--- src/rtl/fp_mul_sched.sv ---
// Round-robin scheduler sharing one combinational FP32 multiplier between two requesters.
// Optional sticky exception flags are enabled by defining FPMUL_STICKY_FLAGS_EN.
module fp_mul_sched #(
    parameter int unsigned TAG_W   = 4,
    parameter bit          RR_INIT = 1'b0
) (
    input  logic             clk,
    input  logic             rst_n,
    input  logic             req0_valid,
    output logic             req0_ready,
    input  logic [31:0]      req0_x,
    input  logic [31:0]      req0_y,
    input  logic [2:0]       req0_rm,
    input  logic [TAG_W-1:0] req0_tag,
    input  logic             req1_valid,
    output logic             req1_ready,
    input  logic [31:0]      req1_x,
    input  logic [31:0]      req1_y,
    input  logic [2:0]       req1_rm,
    input  logic [TAG_W-1:0] req1_tag,
    output logic [31:0]      mul_x,
    output logic [31:0]      mul_y,
    output logic [2:0]       mul_rmode,
    input  logic [31:0]      mul_z,
    input  logic             mul_ovrf,
    input  logic             mul_udrf,
    input  logic             mul_zer,
    input  logic             mul_inf,
    input  logic             mul_nan,
    output logic             rsp_valid,
    input  logic             rsp_ready,
    output logic             rsp_src,
    output logic [31:0]      rsp_z,
    output logic [TAG_W-1:0] rsp_tag,
`ifdef FPMUL_STICKY_FLAGS_EN
    output logic [4:0]       rsp_flags,
    input  logic             flags_clr,
    output logic [4:0]       sticky_flags
`else
    output logic [4:0]       rsp_flags
`endif
);

    localparam logic [31:0] QNAN      = 32'h7FC0_0000;
    localparam logic [4:0]  NAN_FLAGS = 5'b10000;

    typedef enum logic [1:0] {
        IDLE = 2'd0,
        EXEC = 2'd1,
        RESP = 2'd2
    } state_t;

    state_t           state;
    logic             last_grant;
    logic             op_src;
    logic             op_illegal;
    logic [TAG_W-1:0] op_tag;

    logic             grant_c;
    logic             grant_src_c;
    logic [31:0]      sel_x_c;
    logic [31:0]      sel_y_c;
    logic [2:0]       sel_rm_c;
    logic [TAG_W-1:0] sel_tag_c;

    // Grant only in IDLE; on contention favour the requester not served last.
    always_comb begin
        grant_c     = 1'b0;
        grant_src_c = 1'b0;
        if (state == IDLE) begin
            if (req0_valid && req1_valid) begin
                grant_c     = 1'b1;
                grant_src_c = ~last_grant;
            end else if (req0_valid) begin
                grant_c     = 1'b1;
                grant_src_c = 1'b0;
            end else if (req1_valid) begin
                grant_c     = 1'b1;
                grant_src_c = 1'b1;
            end
        end
        sel_x_c   = grant_src_c ? req1_x   : req0_x;
        sel_y_c   = grant_src_c ? req1_y   : req0_y;
        sel_rm_c  = grant_src_c ? req1_rm  : req0_rm;
        sel_tag_c = grant_src_c ? req1_tag : req0_tag;
    end

    assign req0_ready = grant_c & ~grant_src_c;
    assign req1_ready = grant_c &  grant_src_c;

    // Operand regs double as the multiplier inputs so they hold outside EXEC.
    always_ff @(posedge clk) begin
        if (!rst_n) begin
            state      <= IDLE;
            last_grant <= ~RR_INIT;
            op_src     <= 1'b0;
            op_illegal <= 1'b0;
            op_tag     <= '0;
            mul_x      <= '0;
            mul_y      <= '0;
            mul_rmode  <= '0;
            rsp_valid  <= 1'b0;
            rsp_src    <= 1'b0;
            rsp_z      <= '0;
            rsp_tag    <= '0;
            rsp_flags  <= '0;
        end else begin
            case (state)
                IDLE: begin
                    if (grant_c) begin
                        mul_x      <= sel_x_c;
                        mul_y      <= sel_y_c;
                        mul_rmode  <= sel_rm_c;
                        op_tag     <= sel_tag_c;
                        op_src     <= grant_src_c;
                        op_illegal <= (sel_rm_c > 3'd4);
                        last_grant <= grant_src_c;
                        state      <= EXEC;
                    end
                end
                EXEC: begin
                    rsp_z     <= op_illegal ? QNAN : mul_z;
                    rsp_flags <= op_illegal ? NAN_FLAGS
                                            : {mul_nan, mul_inf, mul_zer, mul_ovrf, mul_udrf};
                    rsp_src   <= op_src;
                    rsp_tag   <= op_tag;
                    rsp_valid <= 1'b1;
                    state     <= RESP;
                end
                RESP: begin
                    if (rsp_ready) begin
                        rsp_valid <= 1'b0;
                        state     <= IDLE;
                    end
                end
                default: state <= IDLE;
            endcase
        end
    end

`ifdef FPMUL_STICKY_FLAGS_EN
    // Clear and accumulate in one step so a coinciding handshake's flags survive.
    always_ff @(posedge clk) begin
        if (!rst_n) begin
            sticky_flags <= '0;
        end else if (rsp_valid && rsp_ready) begin
            sticky_flags <= (flags_clr ? 5'b00000 : sticky_flags) | rsp_flags;
        end else if (flags_clr) begin
            sticky_flags <= '0;
        end
    end
`endif

endmodule

--- config.mk ---
export PLATFORM = sky130hd
export DESIGN_NAME = fp_mul_sched
export DESIGN_NICKNAME = d
export VERILOG_FILES = /design/src/rtl/fp_mul_sched.sv
export SDC_FILE = /design/constraint.sdc
export NUM_CORES = 1
export LEC_CHECK = 0
export ABC_AREA = 0
export BUFFER_PORTS_ARGS = -buffer_cell sky130_fd_sc_hd__buf_2
export CAP_MARGIN = 40
export CORE_AREA = 2 2 116 118
export CTS_CLUSTER_SIZE = 8
export DETAILED_ROUTE_END_ITERATION = 10
export DIE_AREA = 0 0 118 120
export PLACE_DENSITY = 0.76
export REMOVE_ABC_BUFFERS = 1
export SLEW_MARGIN = 20
export SYNTH_ARGS = -nofsm -noshare
export SYNTH_HDL_FRONTEND = slang
export SYNTH_SLANG_ARGS = --single-unit
--- constraint.sdc ---
create_clock -name clk -period 3 [get_ports clk]
set_clock_uncertainty 0.15 [all_clocks]
set_input_delay 0.3 -clock clk [delete_from_list [all_inputs] [get_ports clk]]
set_output_delay 0.3 -clock clk [all_outputs]
set_load 0.05 [all_outputs]
==> results.sh <==
export IMPL_fmax_ghz=0.413
export IMPL_syn_avg_cell_area_um2=8.38
export IMPL_ys_seq_area_share_pct=43.8
export IMPL_gp_congestion=0.819
export IMPL_syn_area_um2=5440
export IMPL_final_common_cell="buf_2"
export IMPL_yosys_warnings=0
export IMPL_numClockSinks=119
export IMPL_dr_pass1_iters=5
export IMPL_fin_nets=1081
export IMPL_drv_cap=0
export IMPL_required_ps=2550
export IMPL_clockBufferDepth=2
export IMPL_hpwlAfterDp_um=12400
export IMPL_cts_tree="built"
export IMPL_stdcell_count=1087
export IMPL_crit_arrival_ps=1970
export IMPL_power_leakage_nw=3.22
export IMPL_worst_path_max_fanout=31
export IMPL_fp_dieW_um=118
export IMPL_ys_ff_latch=119
export IMPL_wire_per_inst_um=17.6
export IMPL_drc_errors=0
export IMPL_die_y_um=120
export IMPL_powerDensity_nw_per_um2=706
export IMPL_grt_ovfl_total=0
export IMPL_rows=42
export IMPL_min_period_ps=2420
export IMPL_initial_utilization_pct=41.9
export IMPL_crit_type="reg -> out"
export IMPL_track_usage_pct=26.2
export IMPL_vias=6243
export IMPL_root_buffer="clkbuf_16"
export IMPL_timing_hold_ws_ps=6.88
export IMPL_core_um2=13000
export IMPL_grt_pass1_vias=5888
export IMPL_drtAntennaViolNets=0
export IMPL_area_delta_synth_final_pct=37.7
export IMPL_slew_violations=0
export IMPL_utilization_pct=57.7
export IMPL_hp_class="in -> reg"
export IMPL_worst_pin_slew_ps=657
export IMPL_dieArea_um2=14200
export IMPL_ios=296
export IMPL_timing_slew_headroom_pct=56.0
export IMPL_insertion_delay_ps=410
export IMPL_drt_iter0_drc=568
export IMPL_wl_um=19200
export IMPL_rsz0062_at_grt="false"
export IMPL_clkTransAtPathRegs_ps=60
export IMPL_drive_gt1_share_pct=38.1
export IMPL_post_cts_buffers=0
export IMPL_port_buffers=295
export IMPL_synth_cell_types=31
export IMPL_viasPerCell=5.74
export IMPL_hold_viol_final=0
export IMPL_cts_inserted_buffers=17
export IMPL_most_common_layout_cells="295 x buf_2, 119 x dfxtp_1, 105 x a21oi_1, 71 x nand4_1, 70 x a311oi_1"
export IMPL_vdd_drop_max_mv=0.328
export IMPL_netlist_instances=649
export IMPL_outcome="finished clean"
export IMPL_grt_max_degree=76
export IMPL_cp_end_kind="output port"
export IMPL_htreeDepth=4
export IMPL_grt_pass1_wl_um=30200
export IMPL_grt_antenna_before_repair=2
export IMPL_setup_viol=0
export IMPL_dp_cells=1049
export IMPL_start_kind="register"
export IMPL_min_period_over_period_pct=80.7
==> synthesized netlist by cell type <==
cell type | number | share of area, %
dfxtp_1 | 119 | 44
a21oi_1 | 105 | 9.7
nand4_1 | 71 | 8.2
a311oi_1 | 70 | 11
o21ai_0 | 69 | 6.3
buf_2 | 51 | 4.7
nand2_1 | 39 | 2.7
nand3b_1 | 27 | 3.7
clkbuf_1 | 24 | 1.7
nor3_1 | 21 | 1.9
nor2_1 | 15 | 1.0
o21ai_1 | 6 | 0.55
buf_6 | 5 | 1.0
clkbuf_2 | 4 | 0.37
inv_1 | 4 | 0.28
buf_4 | 3 | 0.41
o211ai_1 | 2 | 0.28
a211o_2 | 1 | 0.18
a211oi_1 | 1 | 0.14
a21boi_0 | 1 | 0.14
a31oi_1 | 1 | 0.12
inv_2 | 1 | 0.069
nand2b_1 | 1 | 0.12
nand3_1 | 1 | 0.092
nor2_4 | 1 | 0.21
nor2_8 | 1 | 0.37
nor2b_1 | 1 | 0.12
o2111ai_1 | 1 | 0.16
o31a_1 | 1 | 0.16
or2_1 | 1 | 0.12
or2_2 | 1 | 0.12
==> metrics by stage <==
stage	setup WS (ps)	instance area (µm²)	TNS [ps]	power, W
6_report	578	7490	0	0.00528
3_3_place_gp	965	6890	0	0.00342
2_1_floorplan	-83.5	4990	-83.5	0.00291
4_1_cts	602	7490	0	0.00531
5_1_grt	470	7490	0	0.00552
3_5_place_dp	967	6890	0	0.00343
==> cells by family (layout without fill, tap and decap cells) <==
kind of cell	after synthesis	after routing	share of synthesized area [%]
AO/OA/AOI/OAI	258	258	29.0
buffers and inverters	92	353	8.51
flip-flops	119	119	43.8
other	0	1	0
AND/OR/NAND/NOR	180	180	18.7
==> worst paths after layout <==
path / startpoint / to / slack, ps / cells past startpoint
worst min-delay path: mul_z[7] / rsp_z[7]$_SDFFE_PN0P_ / 7 / 3
worst max register to register: state[0]$_SDFFE_PN0P_ / mul_x[2]$_SDFFE_PN0P_ / 880 / 4
worst max-delay path: last_grant$_SDFFE_PN1P_ / req0_ready / 580 / 5
worst min register to register: rsp_flags[2]$_SDFFE_PN0P_ / rsp_flags[2]$_SDFFE_PN0P_ / 300 / 2
==> sequential cells by signal (all words and copies together), names as in the netlist, 2 cells and up <==
name and count:
mul_x 32, mul_y 32, rsp_z 32, rsp_flags 5, op_tag 4, rsp_tag 4, mul_rmode 3, state 2
==> worst max-delay path, cell delays in order, from the launching register on <==
cell     delay, ps
dfxtp_1        390
nand2_2        390
nand3_1        310
inv_1           80
nor2_1         110
buf_2          280
==> timing repair <==
| item | 4_1_cts | 5_1_grt |
|---|---|---|
| resized for setup | 0 | 0 |
| hold buffers | 5 | 0 |
| hold endpoints to repair | 6 | 0 |
==> power breakdown <==
part,internal [W],switching (W),total [W]
Sequential,0.00176,0.0000948,0.00185
Combinational,0.000431,0.00113,0.00156
Clock,0.00117,0.000700,0.00187
Total,0.00336,0.00192,0.00528
==> area by class of cell <==
type | instances | area (µm²)
fillers | 1204 | 5490
clock buffers | 23 | 468
multi-input cells | 438 | 2600
well taps | 176 | 220
diodes | 1 | 2.50
flip-flops and latches | 119 | 2380
inverters | 5 | 20.0
repair buffers | 316 | 1720
clock inverters | 9 | 76.3
==> layer usage <==
| metal | vias up | GRT usage [%] | wire, µm |
|---|---|---|---|
| met2 | 314 | 42.5 | 9410 |
| met4 | 2 | 6.93 | 231 |
| met3 | 21 | 8.46 | 1650 |
| met5 | - | 0 | 13 |
| li1 | 2983 | - | - |
| met1 | 2923 | 33.7 | 7870 |
No activity file was read; power rests on OpenSTA's default activity.
